$ cat src/rtl/spi_mem_arbiter_if.sv
// Bundle of requester-side (IF/DM) and spi_master-side signals for spi_mem_arbiter.
// Suffixes are from the arbiter's point of view; slave is the arbiter, master is its environment.
interface spi_mem_arbiter_if;
  logic        if_req_i;
  logic [15:0] if_addr_i;
  logic [1:0]  if_nbytes_i;
  logic        if_gnt_o;
  logic        if_done_o;
  logic        dm_req_i;
  logic [15:0] dm_addr_i;
  logic [7:0]  dm_wdata_i;
  logic        dm_rnw_i;
  logic [1:0]  dm_nbytes_i;
  logic        dm_gnt_o;
  logic        dm_done_o;
  logic [15:0] rdata_o;
  logic        err_o;
  logic        spi_start_o;
  logic [15:0] spi_address_o;
  logic [7:0]  spi_data_write_o;
  logic        spi_read_not_write_o;
  logic [1:0]  spi_num_bytes_o;
  logic        spi_done_i;
  logic        spi_busy_i;
  logic [7:0]  spi_data_read_byte1_i;
  logic [7:0]  spi_data_read_byte2_i;

  modport master (
    output if_req_i, if_addr_i, if_nbytes_i, dm_req_i, dm_addr_i, dm_wdata_i, dm_rnw_i,
           dm_nbytes_i, spi_done_i, spi_busy_i, spi_data_read_byte1_i, spi_data_read_byte2_i,
    input  if_gnt_o, if_done_o, dm_gnt_o, dm_done_o, rdata_o, err_o, spi_start_o,
           spi_address_o, spi_data_write_o, spi_read_not_write_o, spi_num_bytes_o
  );

  modport slave (
    input  if_req_i, if_addr_i, if_nbytes_i, dm_req_i, dm_addr_i, dm_wdata_i, dm_rnw_i,
           dm_nbytes_i, spi_done_i, spi_busy_i, spi_data_read_byte1_i, spi_data_read_byte2_i,
    output if_gnt_o, if_done_o, dm_gnt_o, dm_done_o, rdata_o, err_o, spi_start_o,
           spi_address_o, spi_data_write_o, spi_read_not_write_o, spi_num_bytes_o
  );
endinterface

$ cat src/rtl/spi_mem_arbiter.sv
// Round-robin arbiter sharing one SPI master between instruction fetch (IF) and data (DM) ports.
// One SPI transaction per grant; illegal byte counts and timeouts complete with err_o set.
module spi_mem_arbiter #(
  parameter int unsigned TIMEOUT_CYCLES = 1024,
  parameter int unsigned CNT_W          = 11
) (
  input logic              clk_core_i,
  input logic              rst_i,
  spi_mem_arbiter_if.slave bus
);

  localparam logic [1:0] IDLE      = 2'd0;
  localparam logic [1:0] ISSUE     = 2'd1;
  localparam logic [1:0] WAIT_DONE = 2'd2;

  localparam logic OWN_IF = 1'b0;
  localparam logic OWN_DM = 1'b1;

  localparam logic [CNT_W-1:0] CNT_LAST = CNT_W'(TIMEOUT_CYCLES - 1);

  logic [1:0]       state_q, state_d;
  logic             owner_q, owner_d;
  logic             last_owner_q, last_owner_d;
  logic [15:0]      addr_q, addr_d;
  logic [7:0]       wdata_q, wdata_d;
  logic             rnw_q, rnw_d;
  logic [1:0]       nbytes_q, nbytes_d;
  logic [CNT_W-1:0] cnt_q, cnt_d;
  logic             if_gnt_q, if_gnt_d, dm_gnt_q, dm_gnt_d;
  logic             if_done_q, if_done_d, dm_done_q, dm_done_d;
  logic             err_q, err_d;
  logic [15:0]      rdata_q, rdata_d;

  logic       sel_dm;
  logic [1:0] sel_nbytes;
  logic       sel_legal;

  // On a tie the port that did not own the previous transaction wins.
  always_comb begin
    sel_dm     = bus.dm_req_i && (!bus.if_req_i || last_owner_q == OWN_IF);
    sel_nbytes = sel_dm ? bus.dm_nbytes_i : bus.if_nbytes_i;
    sel_legal  = (sel_nbytes == 2'd1) || (sel_nbytes == 2'd2);
  end

  always_comb begin
    state_d      = state_q;
    owner_d      = owner_q;
    last_owner_d = last_owner_q;
    addr_d       = addr_q;
    wdata_d      = wdata_q;
    rnw_d        = rnw_q;
    nbytes_d     = nbytes_q;
    cnt_d        = cnt_q;
    if_gnt_d     = 1'b0;
    dm_gnt_d     = 1'b0;
    if_done_d    = 1'b0;
    dm_done_d    = 1'b0;
    err_d        = err_q;
    rdata_d      = rdata_q;

    case (state_q)
      IDLE: begin
        // While an illegal-request grant is visible its requester still holds req high.
        if (!bus.spi_busy_i && !if_gnt_q && !dm_gnt_q && (bus.if_req_i || bus.dm_req_i)) begin
          owner_d  = sel_dm;
          addr_d   = sel_dm ? bus.dm_addr_i : bus.if_addr_i;
          wdata_d  = sel_dm ? bus.dm_wdata_i : 8'h00;
          rnw_d    = sel_dm ? bus.dm_rnw_i : 1'b1;
          nbytes_d = sel_nbytes;
          if_gnt_d = !sel_dm;
          dm_gnt_d = sel_dm;
          if (sel_legal) begin
            state_d = ISSUE;
          end else begin
            if_done_d    = !sel_dm;
            dm_done_d    = sel_dm;
            err_d        = 1'b1;
            rdata_d      = 16'h0000;
            last_owner_d = sel_dm;
          end
        end
      end
      ISSUE: begin
        state_d = WAIT_DONE;
        cnt_d   = '0;
      end
      WAIT_DONE: begin
        if (bus.spi_done_i || cnt_q == CNT_LAST) begin
          if_done_d    = owner_q == OWN_IF;
          dm_done_d    = owner_q == OWN_DM;
          err_d        = !bus.spi_done_i;
          last_owner_d = owner_q;
          state_d      = IDLE;
          if (!bus.spi_done_i || !rnw_q) begin
            rdata_d = 16'h0000;
          end else if (nbytes_q == 2'd1) begin
            rdata_d = {8'h00, bus.spi_data_read_byte1_i};
          end else begin
            rdata_d = {bus.spi_data_read_byte2_i, bus.spi_data_read_byte1_i};
          end
        end else begin
          cnt_d = cnt_q + CNT_W'(1);
        end
      end
      default: state_d = IDLE;
    endcase
  end

  always_ff @(posedge clk_core_i) begin
    if (rst_i) begin
      state_q      <= IDLE;
      owner_q      <= OWN_IF;
      last_owner_q <= OWN_DM;
      addr_q       <= 16'h0000;
      wdata_q      <= 8'h00;
      rnw_q        <= 1'b0;
      nbytes_q     <= 2'd0;
      cnt_q        <= '0;
      if_gnt_q     <= 1'b0;
      dm_gnt_q     <= 1'b0;
      if_done_q    <= 1'b0;
      dm_done_q    <= 1'b0;
      err_q        <= 1'b0;
      rdata_q      <= 16'h0000;
    end else begin
      state_q      <= state_d;
      owner_q      <= owner_d;
      last_owner_q <= last_owner_d;
      addr_q       <= addr_d;
      wdata_q      <= wdata_d;
      rnw_q        <= rnw_d;
      nbytes_q     <= nbytes_d;
      cnt_q        <= cnt_d;
      if_gnt_q     <= if_gnt_d;
      dm_gnt_q     <= dm_gnt_d;
      if_done_q    <= if_done_d;
      dm_done_q    <= dm_done_d;
      err_q        <= err_d;
      rdata_q      <= rdata_d;
    end
  end

  assign bus.if_gnt_o             = if_gnt_q;
  assign bus.dm_gnt_o             = dm_gnt_q;
  assign bus.if_done_o            = if_done_q;
  assign bus.dm_done_o            = dm_done_q;
  assign bus.err_o                = err_q;
  assign bus.rdata_o              = rdata_q;
  assign bus.spi_start_o          = state_q == ISSUE;
  assign bus.spi_address_o        = addr_q;
  assign bus.spi_data_write_o     = wdata_q;
  assign bus.spi_read_not_write_o = rnw_q;
  assign bus.spi_num_bytes_o      = nbytes_q;

endmodule

$ cat src/flat_wrapper.sv
// flat-port wrapper written by rule: the top's interface ports become plain ports
module spi_mem_arbiter_flat 
#(
  parameter int unsigned TIMEOUT_CYCLES = 1024,
  parameter int unsigned CNT_W          = 11
)
  (clk_core_i, rst_i, bus_if_req_i, bus_if_addr_i, bus_if_nbytes_i, bus_dm_req_i, bus_dm_addr_i, bus_dm_wdata_i, bus_dm_rnw_i, bus_dm_nbytes_i, bus_spi_done_i, bus_spi_busy_i, bus_spi_data_read_byte1_i, bus_spi_data_read_byte2_i, bus_if_gnt_o, bus_if_done_o, bus_dm_gnt_o, bus_dm_done_o, bus_rdata_o, bus_err_o, bus_spi_start_o, bus_spi_address_o, bus_spi_data_write_o, bus_spi_read_not_write_o, bus_spi_num_bytes_o);
  spi_mem_arbiter_if bus_i ();
  input logic clk_core_i;
  input logic rst_i;
  input wire logic [$bits(bus_i.if_req_i)-1:0] bus_if_req_i;
  input wire logic [$bits(bus_i.if_addr_i)-1:0] bus_if_addr_i;
  input wire logic [$bits(bus_i.if_nbytes_i)-1:0] bus_if_nbytes_i;
  input wire logic [$bits(bus_i.dm_req_i)-1:0] bus_dm_req_i;
  input wire logic [$bits(bus_i.dm_addr_i)-1:0] bus_dm_addr_i;
  input wire logic [$bits(bus_i.dm_wdata_i)-1:0] bus_dm_wdata_i;
  input wire logic [$bits(bus_i.dm_rnw_i)-1:0] bus_dm_rnw_i;
  input wire logic [$bits(bus_i.dm_nbytes_i)-1:0] bus_dm_nbytes_i;
  input wire logic [$bits(bus_i.spi_done_i)-1:0] bus_spi_done_i;
  input wire logic [$bits(bus_i.spi_busy_i)-1:0] bus_spi_busy_i;
  input wire logic [$bits(bus_i.spi_data_read_byte1_i)-1:0] bus_spi_data_read_byte1_i;
  input wire logic [$bits(bus_i.spi_data_read_byte2_i)-1:0] bus_spi_data_read_byte2_i;
  output wire logic [$bits(bus_i.if_gnt_o)-1:0] bus_if_gnt_o;
  output wire logic [$bits(bus_i.if_done_o)-1:0] bus_if_done_o;
  output wire logic [$bits(bus_i.dm_gnt_o)-1:0] bus_dm_gnt_o;
  output wire logic [$bits(bus_i.dm_done_o)-1:0] bus_dm_done_o;
  output wire logic [$bits(bus_i.rdata_o)-1:0] bus_rdata_o;
  output wire logic [$bits(bus_i.err_o)-1:0] bus_err_o;
  output wire logic [$bits(bus_i.spi_start_o)-1:0] bus_spi_start_o;
  output wire logic [$bits(bus_i.spi_address_o)-1:0] bus_spi_address_o;
  output wire logic [$bits(bus_i.spi_data_write_o)-1:0] bus_spi_data_write_o;
  output wire logic [$bits(bus_i.spi_read_not_write_o)-1:0] bus_spi_read_not_write_o;
  output wire logic [$bits(bus_i.spi_num_bytes_o)-1:0] bus_spi_num_bytes_o;
  assign bus_i.if_req_i = bus_if_req_i;
  assign bus_i.if_addr_i = bus_if_addr_i;
  assign bus_i.if_nbytes_i = bus_if_nbytes_i;
  assign bus_i.dm_req_i = bus_dm_req_i;
  assign bus_i.dm_addr_i = bus_dm_addr_i;
  assign bus_i.dm_wdata_i = bus_dm_wdata_i;
  assign bus_i.dm_rnw_i = bus_dm_rnw_i;
  assign bus_i.dm_nbytes_i = bus_dm_nbytes_i;
  assign bus_i.spi_done_i = bus_spi_done_i;
  assign bus_i.spi_busy_i = bus_spi_busy_i;
  assign bus_i.spi_data_read_byte1_i = bus_spi_data_read_byte1_i;
  assign bus_i.spi_data_read_byte2_i = bus_spi_data_read_byte2_i;
  assign bus_if_gnt_o = bus_i.if_gnt_o;
  assign bus_if_done_o = bus_i.if_done_o;
  assign bus_dm_gnt_o = bus_i.dm_gnt_o;
  assign bus_dm_done_o = bus_i.dm_done_o;
  assign bus_rdata_o = bus_i.rdata_o;
  assign bus_err_o = bus_i.err_o;
  assign bus_spi_start_o = bus_i.spi_start_o;
  assign bus_spi_address_o = bus_i.spi_address_o;
  assign bus_spi_data_write_o = bus_i.spi_data_write_o;
  assign bus_spi_read_not_write_o = bus_i.spi_read_not_write_o;
  assign bus_spi_num_bytes_o = bus_i.spi_num_bytes_o;
  spi_mem_arbiter #(.TIMEOUT_CYCLES(TIMEOUT_CYCLES), .CNT_W(CNT_W)) u_core (.clk_core_i(clk_core_i), .rst_i(rst_i), .bus(bus_i));
endmodule
$ cat config.mk
export PLATFORM = sky130hd
export DESIGN_NAME = spi_mem_arbiter_flat
export DESIGN_NICKNAME = d
export VERILOG_FILES = /design/src/rtl/spi_mem_arbiter_if.sv /design/src/rtl/spi_mem_arbiter.sv /design/src/flat_wrapper.sv
export SDC_FILE = /design/constraint.sdc
export NUM_CORES = 1
export LEC_CHECK = 0
export CAP_MARGIN = 15
export CORE_MARGIN = 3
export CORE_UTILIZATION = 41
export DETAILED_ROUTE_END_ITERATION = 6
export GPL_TIMING_DRIVEN = 0
export PLACE_DENSITY_LB_ADDON = 0.08
export REMOVE_ABC_BUFFERS = 1
export SLEW_MARGIN = 20
export SYNTH_ARGS = -nofsm -noshare
export SYNTH_HDL_FRONTEND = slang
export SYNTH_SLANG_ARGS = --single-unit
$ cat constraint.sdc
create_clock -name clk_core_i -period 2.7 [get_ports clk_core_i]
set_input_delay 0.675 -clock clk_core_i [delete_from_list [all_inputs] [get_ports clk_core_i]]
set_output_delay 0.675 -clock clk_core_i [all_outputs]
set_load 0.01 [all_outputs]
==> results.cfg, run 1 <==
[clocking]
htree_levels = 3
worstSkewPairLatency_ps = 330
root_buffer = clkbuf_8
cts.clk_slew.worst_paths_ps = 70
clock-sinks = 63
ctsLongestPathBuffers = 2
cts_buffers = 9
cts_tree = built

[synth]
yosysSeqAreaShare = 0.4939
postSynthAreaPerCell_sq_um = 9.423
synthArstFlopShare = 0
syn_area_sq_mm = 0.002554
ys_ff_latch = 63
yosys_warnings = 0
synth_edf_count = 0
synth.distinct_cells = 44
synthFlopType = dfxtp_1
syn-instance-count = 271

[timing]
skew_ps = 8.337
timing.fmax_ghz = 0.4129
worst_pin_slew_ps = 615.8
finalSetupViolCount = 0
rsz0062_at_grt = false
hold_viol = 0
fin_crit_sh = 0.8971
fin_crit_ps = 2422
relSlewSlack = 0.5872
slew_violations = 0

[routing]
drtIter0Drc = 107
wl_met3_um = 626
top_layer_used = met4
via_count = 2447
drtAntennaViolNets = 0
met1_length_um = 2816
remaining_drc_errors = 0
viasPerCell = 5.262
drtPass1Iterations = 4
wl_per_cell_um = 14.02
finalWirelength_um = 6518
wl_met2_um = 2964

[finish]
final_common_cell = clkdlybuf4s50_1
layout_common_cells = clkdlybuf4s50_1, dfxtp_1, nor2_1
area_delta_synth_final_pct = 59.24
drive_gt1_frac = 0.06923
antennaDiodeCount = 0
stdcell_count = 465
fin_nets = 453

[global_route]
grt_max_degree = 34
overflow = 0
track_usage = 0.1864
grt_pass1_vias = 2340
grt_pass1_wl_um = 10880
antenna_found_initial = 0

[place]
dp_cells = 447
port_buffers = 115
gp_congestion = 0.8035
post-dp-hpwl_um = 4704

[die]
coreArea_sq_mm = 0.005991
pin_count = 116
die_h_um = 84.92
num_rows = 28
dieWidth_um = 84.92
die-area_sq_mm = 0.007211
initial_utilization = 0.4263

[hold_path]
hp-class = reg -> reg

[power]
p_total_uw = 2361
leakagePower_uw = 0.001468
ir_drop_uv = 403.3
power_density_mw_per_mm2 = 580.6

[worst_setup_path]
cp_max_fo = 16
crit_path_start_kind = input pin
cp.arrival_ps = 2680
setup.worst_path.class = in -> reg
required_ps = 2960
end_kind = register
r2r_slack_ps = 580

[run]
cap_violations = 0

[status]
outcome = completed
[critical path, cell delays in order]
cell and delay, ps:
clkdlybuf4s50_1 510, a21boi_4 220, buf_8 180, mux2i_1 240
o22ai_1 200, a21oi_4 440, a22o_1 220
[where the power goes]
| part | internal, uW | switching [uW] | leakage (uW) |
|---|---|---|---|
| clock | 622 | 338 | 0.000123 |
| sequential | 974 | 28.6 | 0.000513 |
| combinational | 228 | 170 | 0.000832 |
| total | 1820 | 537 | 0.00147 |
[cell usage after synthesis (3+ instances only)]
| cell type | instances | area [sq um] |
|---|---|---|
| xnor2_1 | 3 | 26.28 |
| inv_1 | 6 | 22.52 |
| nand3_1 | 13 | 65.06 |
| a21oi_1 | 17 | 85.08 |
| nor2_1 | 30 | 112.6 |
| a31oi_1 | 3 | 18.77 |
| nand2_1 | 17 | 63.81 |
| dfxtp_1 | 63 | 1261 |
| o21ai_0 | 5 | 25.02 |
| a211oi_1 | 19 | 142.6 |
| nor3_1 | 9 | 45.04 |
| buf_2 | 6 | 30.03 |
| mux2i_1 | 19 | 190.2 |
| clkbuf_1 | 9 | 33.78 |
| a22o_1 | 16 | 140.1 |
[per-layer routing]
layer / track usage / vias to the layer above
met5: 0 / -
met4: 0.07914 / 0
met3: 0.07573 / 9
met2: 0.2897 / 79
met1: 0.2288 / 1131
li1: - / 1228
[per-stage QoR]
step	hold slack, ps	worst slack (ps)	util	cell area [sq um]	setup TNS, ps
finish	453.5	277.9	0.6788	4066	0
global route	479.3	124.7	0.6788	4066	0
CTS	459.0	264.9	0.6788	4066	0
detailed placement	447.1	-757.4	0.6339	3797	-12230
global placement	437.1	-2495	0.6203	3716	-95880
floorplan	443.3	-980.2	-	2471	-26280
[cells by family (layout without fill, tap and decap cells)]
family | after synthesis | in the layout | synth area share
buffers and inverters | 23 | 141 | 0.04116
muxes | 20 | 20 | 0.07888
and+or+nand+nor | 88 | 88 | 0.1681
DFF | 63 | 63 | 0.4939
AOI/OAI and AO/OA | 72 | 73 | 0.1994
adders and majority gates | 1 | 1 | 0.004899
xor gates and xnor gates | 4 | 4 | 0.01372
[repair_timing]
action / CTS / global route
endpoints found under the hold margin: 0 / 0
setup endpoints to repair: 17 / 0
hold buffers: 0 / 0
buffers inserted: 1 / 0
gates resized for setup: 1 / 0
[flip-flops by register name, summed over array words and instances (netlist names)]
signal / cells
u_core.bus.err_o: 1
u_core.bus.spi_data_write_o: 8
u_core.bus.if_done_o: 1
u_core.bus.rdata_o: 16
u_core.state_q: 2
u_core.last_owner_q: 1
u_core.bus.spi_address_o: 16
u_core.bus.spi_num_bytes_o: 2
u_core.bus.if_gnt_o: 1
u_core.bus.dm_gnt_o: 1
u_core.bus.dm_done_o: 1
u_core.bus.spi_read_not_write_o: 1
u_core.owner_q: 1
u_core.cnt_q: 11
[area by class of cell]
cell class	instances	area (sq um)
fillers	499	1924
flip-flops and latches	63	1261
repair buffers	119	1224
multi-input cells	186	1222
clock buffers	14	182.7
well taps	75	93.84
clock inverters	2	60.06
inverters	6	22.52
[path summary, 6_finish.rpt]
| check | start | to | cells past startpoint |
|---|---|---|---|
| hold reg to reg | u_core.bus.spi_data_write_o[5]$_SDFFE_PP0N_ | u_core.bus.spi_data_write_o[5]$_SDFFE_PP0N_ | 2 |
| setup / recovery | bus_dm_req_i | u_core.bus.rdata_o[8]$_SDFFE_PP0P_ | 7 |
| setup reg to reg | u_core.state_q[1]$_SDFFE_PP0P_ | u_core.cnt_q[3]$_SDFFE_PP0P_ | 4 |
| hold / removal | u_core.bus.spi_data_write_o[5]$_SDFFE_PP0N_ | u_core.bus.spi_data_write_o[5]$_SDFFE_PP0N_ | 2 |
Power figures use the tool's default switching activity.
==> inputs of run 2 (changes only) <==
Settings changed: PLACE_DENSITY set to 0.79, PLACE_DENSITY_LB_ADDON 0.08 to not set.
==> results.cfg, run 2 (synthesis results as in run 1) <==
[clocking]
htree_levels = 3
post_cts_buffers = 0
worstSkewPairLatency_ps = 330
ctsLongestPathBuffers = 2
cts_tree = built
cts.clk_slew.worst_paths_ps = 70
cts_buffers = 9
clock-sinks = 63
root_buffer = clkbuf_8

[status]
outcome = completed

[routing]
via_count = 2449
finalWirelength_um = 6727
drtAntennaViolNets = 0
drtPass1Iterations = 4
remaining_drc_errors = 0
drtIter0Drc = 94
viasPerCell = 5.289
wl_per_cell_um = 14.53

[place]
dp_slack_ps = -527.3
gp_congestion = 0.7819
dpl_cell_area_sq_mm = 0.003790
port_buffers = 115
post-dp-hpwl_um = 4765
dp_cells = 447

[die]
pin_count = 116
initial_utilization = 0.4263
die-area_sq_mm = 0.007211
dieWidth_um = 84.92
coreArea_sq_mm = 0.005991
die_h_um = 84.92
num_rows = 28

[worst_setup_path]
r2r_slack_ps = 540
cp_max_fo = 16
path_cells = clkdlybuf4s50_1 -> a21boi_4 -> mux2i_1 -> o22ai_1 -> a21oi_4 -> a22o_1
cp.arrival_ps = 2820
crit_path_start_kind = input pin
end_kind = register
worstRegToRegCells = 4
path_buf_inv = 1
slowest_stage = clkdlybuf4s50_1
cp_top_family = compound AO/OA/AOI/OAI gates
required_ps = 2960
critPathMaxStageDelay_ps = 510
crit_cells = 6
setup.worst_path.class = in -> reg

[timing]
finalSetupViolCount = 0
fin_crit_ps = 2553
relSlewSlack = 0.5757
rsz0062_at_grt = false
fin_crit_sh = 0.9455
worst_slack_ps = 147.2
timing.fmax_ghz = 0.3917
skew_ps = 9.339
hold_viol = 0
worst_pin_slew_ps = 632.8
slew_violations = 0

[global_route]
grt_pass1_vias = 2358
grt_max_degree = 42
track_usage = 0.1891
grt_pass1_wl_um = 11040
overflow = 0
antenna_found_initial = 0

[power]
power_density_mw_per_mm2 = 569.3
ir_drop_uv = 352.2
leakagePower_uw = 0.001446

[run]
cap_violations = 0

[finish]
stdcell_count = 463
antennaDiodeCount = 0
post-route-cell-area_sq_mm = 0.004020
final_common_cell = clkdlybuf4s50_1
area_delta_synth_final_pct = 57.42
layout_common_cells = clkdlybuf4s50_1, dfxtp_1, nor2_1
drive_gt1_frac = 0.06443
fin_nets = 452

[hold_path]
min_path_cells = 2
hp-class = reg -> reg
==> run 2: metal layers <==
| metal | vias up | global-route usage | wire, um |
|---|---|---|---|
| li1 | 1222 | - | - |
| met1 | 1124 | 0.2338 | 2889 |
| met2 | 92 | 0.2904 | 2980 |
| met3 | 11 | 0.1068 | 779 |
| met4 | 0 | 0.03885 | 78 |
| met5 | - | 0 | 0 |
==> run 2: metrics by stage <==
stage / utilization / power, uW / hold WS (ps) / setup TNS [ps]
3_3_place_gp: 0.6203 / 1398 / 437.2 / -88630
4_1_cts: 0.6711 / 2305 / 451.9 / 0
3_5_place_dp: 0.6326 / 1418 / 445.3 / -8460
6_report: 0.6711 / 2289 / 450.0 / 0
2_1_floorplan: - / 1175 / 443.3 / -26280
5_1_grt: 0.6711 / 2395 / 481.8 / 0
==> run 2: worst reg2reg max path, cell delays in order, from the launching register on <==
cell,delay (ps)
dfxtp_1,510
or3b_4,460
a41o_1,380
or4b_1,580
a21oi_1,170
==> run 2: worst paths after layout <==
kind                                                 endpoint                                        start
hold / removal    u_core.bus.spi_data_write_o[6]$_SDFFE_PP0N_  u_core.bus.spi_data_write_o[6]$_SDFFE_PP0N_
hold reg to reg   u_core.bus.spi_data_write_o[6]$_SDFFE_PP0N_  u_core.bus.spi_data_write_o[6]$_SDFFE_PP0N_
setup / recovery          u_core.bus.rdata_o[13]$_SDFFE_PP0P_                                 bus_if_req_i
setup reg to reg                 u_core.cnt_q[3]$_SDFFE_PP0P_               u_core.state_q[1]$_SDFFE_PP0P_
==> run 2: power breakdown <==
part / leakage (uW) / switching [uW] / total (uW) / internal (uW)
Clock: 0.000109 / 350 / 888 / 537
Sequential: 0.000513 / 28.0 / 1000 / 974
Combinational: 0.000824 / 174 / 399 / 226
==> run 2: layout make-up <==
type / count / area (sq um)
inverters: 6 / 22.52
fillers: 490 / 1971
flip-flops and latches: 63 / 1261
multi-input cells: 186 / 1222
clock inverters: 4 / 70.07
repair buffers: 118 / 1209
well taps: 75 / 93.84
clock buffers: 11 / 141.4
==> run 2: repair_timing <==
item | 4_1_cts | 5_1_grt
endpoints found under the hold margin | 0 | 0
setup endpoints to repair | 16 | 0
hold buffers | 0 | 0
resized for setup | 1 | 0
==> inputs of run 3 (changes only) <==
--- a/config.mk
+++ b/config.mk
@@ -14,3 +14,2 @@
 export REMOVE_ABC_BUFFERS = 1
-export SLEW_MARGIN = 20
 export SYNTH_ARGS = -nofsm -noshare
--- a/constraint.sdc
+++ b/constraint.sdc
@@ -3,2 +3,2 @@
 set_output_delay 0.675 -clock clk_core_i [all_outputs]
-set_load 0.01 [all_outputs]
+set_load 0.05 [all_outputs]
==> results.cfg, run 3 (synthesis results as in run 1) <==
[routing]
wl_per_cell_um = 14.51
viasPerCell = 5.230
drtAntennaViolNets = 0
via_count = 2406
finalWirelength_um = 6676
remaining_drc_errors = 0
drtIter0Drc = 126
drtPass1Iterations = 4

[finish]
final_core_util = 0.6575
fin_nets = 449
layout_common_cells = clkdlybuf4s50_1, dfxtp_1, nor2_1
drive_gt1_frac = 0.05714
multi_input_area_sq_mm = 0.001211
final.fill_count = 504
stdcell_count = 460
antennaDiodeCount = 0
area_delta_synth_final_pct = 54.24
final_common_cell = clkdlybuf4s50_1
seq_area_sq_mm = 0.001261

[clocking]
cts.clk_slew.worst_paths_ps = 70
worstSkewPairLatency_ps = 330
ctsLongestPathBuffers = 2
cts_buffers = 9
htree_levels = 3
clock-sinks = 63
root_buffer = clkbuf_8
hold_buffers = 0
cts_tree = built

[die]
pin_count = 116
die-area_sq_mm = 0.007211
num_rows = 28
initial_utilization = 0.4263
coreArea_sq_mm = 0.005991
die_h_um = 84.92
dieWidth_um = 84.92

[worst_setup_path]
cp.arrival_ps = 2730
setup.worst_path.class = in -> reg
path_cells = clkdlybuf4s50_1 -> a21boi_4 -> mux2i_1 -> o22ai_1 -> a21oi_4 -> a22o_1
critPathMaxStageDelay_ps = 480
crit_path_start_kind = input pin
cp_max_fo = 16
cp_top_family = compound AO/OA/AOI/OAI gates
slowest_stage = clkdlybuf4s50_1
required_ps = 2970
end_kind = register
path_buf_inv = 1

[power]
combinationalPowerShare = 0.227
p_int_uw = 1567
power_density_mw_per_mm2 = 567.0
ir_drop_uv = 343.9
power.share.clock = 0.325
p_total_uw = 2233
leakagePower_uw = 0.001426
seq_power_share = 0.448
swShare = 0.2982
power.net_switching_uw = 666.1

[place]
dp_cells = 445
post-dp-hpwl_um = 4695
port_buffers = 115
gp_congestion = 0.7819

[hold_path]
hp-class = reg -> reg

[status]
outcome = completed

[global_route]
overflow = 0
busiest_layer = met2
grtUsageMet2 = 0.3025
grt_pass1_vias = 2463
met3_usage = 0.09612
grtUsageMet1 = 0.2188
antenna_found_initial = 0
grt_pass1_wl_um = 11150
track_usage = 0.1908
grt_max_degree = 47

[timing]
fin_crit_sh = 0.9114
relSlewSlack = 0.3604
tns_ps = 0
finalSetupViolCount = 0
worst_pin_slew_ps = 957.1
slew_violations = 0
timing.fmax_ghz = 0.4064
holdWs_ps = 451.1
skew_ps = 10.42
fin_crit_ps = 2461
rsz0062_at_grt = false
hold_viol = 0

[run]
cap_violations = 0
==> run 3: area by class of cell <==
cell class,count,area share
Clock buffer,12,0.03939
Clock inverter,3,0.004765
Inverter,6,0.005718
Multi-Input combinational cell,185,0.3075
Sequential cell,63,0.3202
Tap cell,75,0.02382
Timing Repair Buffer,116,0.2986
==> run 3: metrics by stage <==
stage / setup slack [ps] / instance area, sq um
finish: 239.3 / 3939
global route: 22.62 / 3939
CTS: 21.66 / 3929
detailed placement: -291.8 / 3755
global placement: -2330 / 3716
floorplan: -980.2 / 2471
==> run 3: per-layer routing <==
metal	vias up	wire [um]
met2	87	2958
met3	10	765
met5	-	0
met4	0	106
met1	1093	2845
li1	1216	-
==> run 3: path summary, 6_finish.rpt <==
kind	endpoint	startpoint	slack, ps	cells after the start
max	u_core.bus.rdata_o[13]$_SDFFE_PP0P_	bus_dm_req_i	240	6
min	u_core.bus.spi_data_write_o[6]$_SDFFE_PP0N_	u_core.bus.spi_data_write_o[6]$_SDFFE_PP0N_	450	2
max reg2reg	u_core.cnt_q[3]$_SDFFE_PP0P_	u_core.state_q[1]$_SDFFE_PP0P_	520	4
min reg2reg	u_core.bus.spi_data_write_o[6]$_SDFFE_PP0N_	u_core.bus.spi_data_write_o[6]$_SDFFE_PP0N_	450	2
==> run 3: power by group through the flow <==
| stage | clock (uW) | sequential, uW | combinational [uW] |
|---|---|---|---|
| after floorplan | 0 | 1160 | 141 |
| after global placement | 0 | 1020 | 500 |
| after detailed placement | 0 | 1020 | 507 |
| after CTS | 742 | 1000 | 509 |
| after global routing | 789 | 1010 | 543 |
| final | 725 | 1000 | 507 |
==> run 3: repair_timing <==
item,CTS,global route
resized for setup,0,2
setup buffers,0,0
setup endpoints to repair,0,17
==> run 3: tightest hold or removal path: cells and delay by family, from the launching register on <==
kind               cells  cell delay (ps)
and+or+nand+nor        1               50
AOI/OAI and AO/OA      1               50
DFF                    1              310
